$ cat src/rtl/btn_pkg.sv
// Shared types and width helpers for the push-button arbiter slice.
package btn_pkg;

  typedef enum logic [0:0] {
    IDLE,
    OFFER
  } arb_state_t;

  function automatic int ID_W(input int n_btn);
    return (n_btn > 1) ? $clog2(n_btn) : 1;
  endfunction

  // Debounce counter only ever holds 0..DB_CYCLES-1.
  function automatic int DB_W(input int db_cycles);
    return (db_cycles > 1) ? $clog2(db_cycles) : 1;
  endfunction

  // Hold counter saturates at LONG_CYCLES, so it must represent that value.
  function automatic int LONG_W(input int long_cycles);
    return (long_cycles > 0) ? $clog2(long_cycles + 1) : 1;
  endfunction

endpackage

$ cat src/rtl/btn_channel.sv
// One button: 2-flop synchronizer, debounce, press edge and long-hold detection.
module btn_channel
  import btn_pkg::*;
#(
  parameter int DB_CYCLES   = 16,
  parameter int LONG_CYCLES = 1000
) (
  input  logic clk,
  input  logic reset,
  input  logic raw,
  output logic level,
  output logic press_evt,
  output logic long_evt
);

  localparam int DBW = DB_W(DB_CYCLES);
  localparam int LW  = LONG_W(LONG_CYCLES);
  localparam logic [DBW-1:0] DB_LAST   = DBW'(DB_CYCLES - 1);
  localparam logic [LW-1:0]  HOLD_LAST = LW'(LONG_CYCLES - 1);
  localparam logic [LW-1:0]  HOLD_MAX  = LW'(LONG_CYCLES);

  logic           sync1;
  logic           sync2;
  logic [DBW-1:0] db_cnt;
  logic [LW-1:0]  hold_cnt;
  logic           flip;

  assign flip      = (sync2 != level) && (db_cnt == DB_LAST);
  // Press is flagged on the same edge that level rises, so pending sets with it.
  assign press_evt = flip && sync2;
  assign long_evt  = level && (hold_cnt == HOLD_LAST);

  always_ff @(posedge clk or negedge reset) begin
    if (!reset) begin
      sync1  <= 1'b0;
      sync2  <= 1'b0;
      level  <= 1'b0;
      db_cnt <= '0;
    end else begin
      sync1 <= raw;
      sync2 <= sync1;
      if (sync2 == level) begin
        db_cnt <= '0;
      end else if (flip) begin
        level  <= ~level;
        db_cnt <= '0;
      end else begin
        db_cnt <= db_cnt + 1'b1;
      end
    end
  end

  always_ff @(posedge clk or negedge reset) begin
    if (!reset) begin
      hold_cnt <= '0;
    end else if (!level) begin
      hold_cnt <= '0;
    end else if (hold_cnt != HOLD_MAX) begin
      hold_cnt <= hold_cnt + 1'b1;
    end
  end

endmodule

$ cat src/rtl/btn_arbiter.sv
// Debounced push-button event source: per-button pending flags, round-robin
// arbitration and a valid/ready event register.
module btn_arbiter
  import btn_pkg::*;
#(
  parameter int N_BTN       = 4,
  parameter int DB_CYCLES   = 16,
  parameter int LONG_CYCLES = 1000
) (
  input  logic                    clk,
  input  logic                    reset,
  input  logic [N_BTN-1:0]        btn_in,
  output logic [N_BTN-1:0]        btn_level,
  output logic                    evt_valid,
  input  logic                    evt_ready,
  output logic [ID_W(N_BTN)-1:0]  evt_id,
  output logic                    evt_long,
  output logic                    ovf_pulse
);

  localparam int IW = ID_W(N_BTN);

  logic [N_BTN-1:0] press_evt;
  logic [N_BTN-1:0] long_evt;
  logic [N_BTN-1:0] pend_short;
  logic [N_BTN-1:0] pend_long;
  logic [N_BTN-1:0] req;
  logic [N_BTN-1:0] clr_short;
  logic [N_BTN-1:0] clr_long;
  logic [IW-1:0]    ptr;
  logic [IW-1:0]    grant_id;
  logic             grant;
  arb_state_t       state;
  arb_state_t       state_next;

  for (genvar i = 0; i < N_BTN; i++) begin : g_ch
    btn_channel #(
      .DB_CYCLES  (DB_CYCLES),
      .LONG_CYCLES(LONG_CYCLES)
    ) u_ch (
      .clk      (clk),
      .reset    (reset),
      .raw      (btn_in[i]),
      .level    (btn_level[i]),
      .press_evt(press_evt[i]),
      .long_evt (long_evt[i])
    );
  end

  assign req       = pend_short | pend_long;
  assign evt_valid = (state == OFFER);

  always_ff @(posedge clk or negedge reset) begin
    if (!reset) state <= IDLE;
    else        state <= state_next;
  end

  always_comb begin
    state_next = state;
    grant      = 1'b0;
    grant_id   = '0;
    clr_short  = '0;
    clr_long   = '0;
    unique case (state)
      IDLE: begin
        if (|req) begin
          grant      = 1'b1;
          state_next = OFFER;
          // Descending scan: the last hit is the nearest requester after ptr.
          for (int unsigned k = N_BTN; k > 0; k--) begin
            if (req[IW'((32'(ptr) + k) % N_BTN)])
              grant_id = IW'((32'(ptr) + k) % N_BTN);
          end
          clr_short[grant_id] = pend_short[grant_id];
          clr_long[grant_id]  = ~pend_short[grant_id];
        end
      end
      OFFER: begin
        if (evt_ready) state_next = IDLE;
      end
    endcase
  end

  always_ff @(posedge clk or negedge reset) begin
    if (!reset) begin
      ptr        <= IW'(N_BTN - 1);
      evt_id     <= '0;
      evt_long   <= 1'b0;
      pend_short <= '0;
      pend_long  <= '0;
      ovf_pulse  <= 1'b0;
    end else begin
      if (grant) begin
        evt_id   <= grant_id;
        evt_long <= ~pend_short[grant_id];
      end
      if (state == OFFER && evt_ready) ptr <= evt_id;
      // New events are OR-ed in after the grant clear, so a same-cycle set wins.
      pend_short <= (pend_short & ~clr_short) | press_evt;
      pend_long  <= (pend_long & ~clr_long) | long_evt;
      ovf_pulse  <= (|(press_evt & pend_short & ~clr_short)) |
                    (|(long_evt & pend_long & ~clr_long));
    end
  end

endmodule

$ cat config.mk
export PLATFORM = sky130hd
export DESIGN_NAME = btn_arbiter
export DESIGN_NICKNAME = d
export VERILOG_FILES = /design/src/rtl/btn_pkg.sv /design/src/rtl/btn_channel.sv /design/src/rtl/btn_arbiter.sv
export SDC_FILE = /design/constraint.sdc
export NUM_CORES = 1
export LEC_CHECK = 0
export ABC_AREA = 1
export BUFFER_PORTS_ARGS = -buffer_cell sky130_fd_sc_hd__buf_2
export CORE_MARGIN = 2
export CORE_UTILIZATION = 50
export DETAILED_ROUTE_END_ITERATION = 10
export GPL_TIMING_DRIVEN = 0
export PLACE_DENSITY = 0.69
export RECOVER_POWER = 100
export SYNTH_ARGS = -nofsm -noshare
export SYNTH_HDL_FRONTEND = slang
export SYNTH_SLANG_ARGS = --single-unit
$ cat constraint.sdc
create_clock -name clk -period 1.7 [get_ports clk]
set_clock_uncertainty 0.1 [all_clocks]
set_input_delay 0.085 -clock clk [delete_from_list [all_inputs] [get_ports clk]]
set_output_delay 0.085 -clock clk [all_outputs]
set_load 0.005 [all_outputs]
==> key figures <==
Clocking
  • Clock Sink Count: 83
  • Buffer levels on the longest clock path: 2
  • Clk root buf: clkbuf_8
  • Clk slew on worst S/H paths: ~90 ps
  • Clock latency on the worst-skew pair: 350 ps
  • Number of buffers inserted during clock tree synthesis: 9
  • Clock tree from TritonCTS: built
  • CTS HTree Levels: 3

Logic synthesis
  • Cells after Synth: 496
  • Synth top area share: 49.2%
  • Count of synthesis-stage warnings from yosys: 0
  • Number of unique standard cell types used by synthesis: 33
  • Library cell with the highest instance count after synthesis: dfrtp_1
  • Synthesized net count: 515
  • Part of the Yosys area used for sequential elements: 50.5%
  • Leading post-synthesis cells by cell area: dfrtp_1, nand2_1, inv_1
  • Count of flip-flops with a built-in enable after synthesis: 0
  • Share of flip-flops with an asynchronous set or reset: 100%
  • Post-Syn Area: 4120 um2
  • Syn avg cell area: 8.30 um2
  • Commonest register cell after synthesis: dfrtp_1
  • Total of flip-flops plus latches after synthesis: just over 80
  • Most frequent cells after synthesis: dfrtp_1, nand2_1, inv_1, nor2_1, nand3_1
  • Leading area contributor after synthesis: dfrtp_1

Routing
  • Starting DRC count in detailed routing: 122
  • Final ANT Viol Nets: 0
  • Routed via count: 3268
  • Average via count per standard cell: 5.03
  • DRC Markers: 0
  • Number of iterations in the first detailed-routing pass: 4
  • Routed Wire Length: 7.89 mm
  • Drt wl/cell: 12.1 um

Pwr
  • Share of total power in the clock network: 44.3%
  • Peak supply drop: 348 uV
  • Reported net switching power: 0.807 mW
  • Total power consumption of the routed design: 3.88 mW
  • Cell-internal power: 3.07 mW
  • Leakage power total: 2.27 nW
  • Gate power share: 3.2%
  • Part of the total power dissipated in sequential elements: between 50% and 60%
  • Proportion of total power due to net switching: 20.8%
  • Power per cell area: 787 nW/um2

Worst setup path
  • CP Max Fanout: 6
  • Startpoint types: register
  • Critical setup path kind: register to register
  • Required time at the endpoint of the critical path: 1850 ps
  • Element type at the critical path end: register
  • Arrival time worst endpoint: 2240 ps

Cells and area
  • Fraction of final layout cells sized beyond drive strength 1: 19.6%
  • Post-synthesis to final-layout area growth: 19.7%
  • Number of nets in the layout: 559
  • Final design instance area without fill: 4930 um2
  • Number of diodes: 0
  • Fillers: 716

Place
  • Post-detail-place hpwl: 5.19 mm
  • Post-Place Cell Area: 4370 um2
  • Gpl congestion: approximately 0.85
  • Total of buffers placed on input and output ports: 15

Die
  • Die boundary width: 94.8 um
  • Site row count: 33
  • Boundary pin count: 16
  • Vertical extent of the die: between 90 and 100 um
  • Core Area: 8090 um2
  • Die ar.: about 9000 um2
  • Starting density of the core: 50.9%

STA
  • RSZ-0062 raised after global routing: true
  • Post-route fraction of the period consumed by the critical path: 123%
  • Max-slew headroom: 39.8%
  • Top achievable clock speed: 0.479 GHz
  • WHS: between 200 and 300 ps
  • Pin slew with the least headroom to its limit: 903 ps
  • Shortest clock period the worst path allows after layout: 2090 ps
  • Worst setup slack after layout: -388 ps
  • Max-slew violation count: 0
  • Total setup violations reported at the end of the flow: 15
  • Final hold viol count: 0

GRT
  • Total global-route track usage: 19.6%
  • Number of antenna violations at the first check in global routing: 0
  • Largest net degree at the start of global routing: between 40 and 50
  • Wire length of the first global-routing pass: 13.9 mm
  • Number of global-route vias before repair: 3135
  • Total grt overflow: 0

Run status
  • Violated checks: negative setup slack
  • Result of the run: finished, violations left

Job
  • Max-cap violations: 0

Min path
  • Hold crit path type: register to register
[layout by cell type (no fill, tap or decap), types with 12 or more instances in the layout]
| master | count |
|---|---|
| dfrtp_1 | 81 |
| nor2_1 | 60 |
| a21oi_1 | 16 |
| nand3_1 | 29 |
| nand4_1 | 12 |
| ha_1 | 12 |
| inv_1 | 64 |
| nand2_1 | 67 |
| o21ai_0 | 27 |
| nor3_1 | 20 |
| nand2_2 | 13 |
[registers in the layout, indices dropped and copies added (netlist names), 4 cells and up]
name                flops
g_ch.u_ch.db_cnt       16
g_ch.u_ch.hold_cnt     40
g_ch.u_ch.level         4
g_ch.u_ch.sync1         4
g_ch.u_ch.sync2         4
pend_long               4
pend_short              4
[timing repair]
item | 4_1_cts | 5_1_grt
buffers inserted | 6 | 5
hold endpoints to repair | 42 | 0
hold buffers | 6 | 0
cloned | 1 | 0
endpoints found under the setup margin | 15 | 25
pin swaps | 7 | 12
gates resized for setup | 34 | 34
[power groups by stage]
stage / logic [mW] / registers (mW) / clock network (mW)
3_3_place_gp: 0.112 / 2.07 / 0
3_5_place_dp: 0.125 / 2.07 / 0
6_report: 0.126 / 2.04 / 1.72
4_1_cts: 0.138 / 2.04 / 1.76
5_1_grt: 0.150 / 2.04 / 1.86
2_1_floorplan: 0.0518 / 2.07 / 0
[metal layers]
metal	up-vias	routed length, um	track usage, %
met5	-	0	0
met4	0	122	6.52
met2	42	3800	31.1
met1	1531	3740	27.1
li1	1684	-	-
met3	11	229	3.83
[kinds of logic (layout without fill, tap and decap cells)]
group,Yosys count,count (layout),share of synthesized area (%)
xor+xnor,15,15,3.19
fa+ha+maj,12,12,3.65
compound gates,58,58,7.62
buf+inv,87,135,8.29
flops,83,83,50.5
simple gates,241,242,26.8
[per-stage QoR]
stage | setup TNS [ps] | cells | worst slack, ps | util, %
floorplan | -390 | 496 | -179 | -
global placement | -20810 | 616 | -375 | 53.6
detailed placement | -2780 | 617 | -406 | 54.0
CTS | -1540 | 645 | -331 | 59.9
global route | -4850 | 650 | -562 | 60.9
finish | -2370 | 650 | -388 | 60.9
[critical path, cell delays in order, from the launching register on]
cell	delay, ps
dfstp_2	620
inv_4	90
buf_4	140
buf_4	140
a21oi_4	120
nand3_4	140
nand2_8	120
nand2_4	50
nand2_2	80
nand3_2	70
nor2_2	130
nor2_1	50
nor2_1	90
nand2_1	50
[path summary, 6_finish.rpt]
kind / startpoint / to / slack [ps] / cells after the start
min in group asynchronous: reset / g_ch[1].u_ch.hold_cnt[0] / 280 / 2
min: g_ch[0].u_ch.sync1 / g_ch[0].u_ch.sync2 / 250 / 0
max: ptr[0] / ovf_pulse / -390 / 13
min reg2reg: g_ch[0].u_ch.sync1 / g_ch[0].u_ch.sync2 / 250 / 0
max reg2reg: ptr[0] / ovf_pulse / -390 / 13
max in group asynchronous: reset / g_ch[3].u_ch.db_cnt[1] / 290 / 3
[final cells by class]
type,count,area (um2),share of cell area (%)
Sequential cell,83,2080,42.2
Tap cell,105,131,2.66
Inverter,79,302,6.12
Multi-Input combinational cell,327,1910,38.7
Timing Repair Buffer,33,226,4.59
Buffer,7,41.3,0.838
Clock buffer,11,141,2.87
Clock inverter,5,100,2.03
No activity file was read; power rests on OpenSTA's default activity.
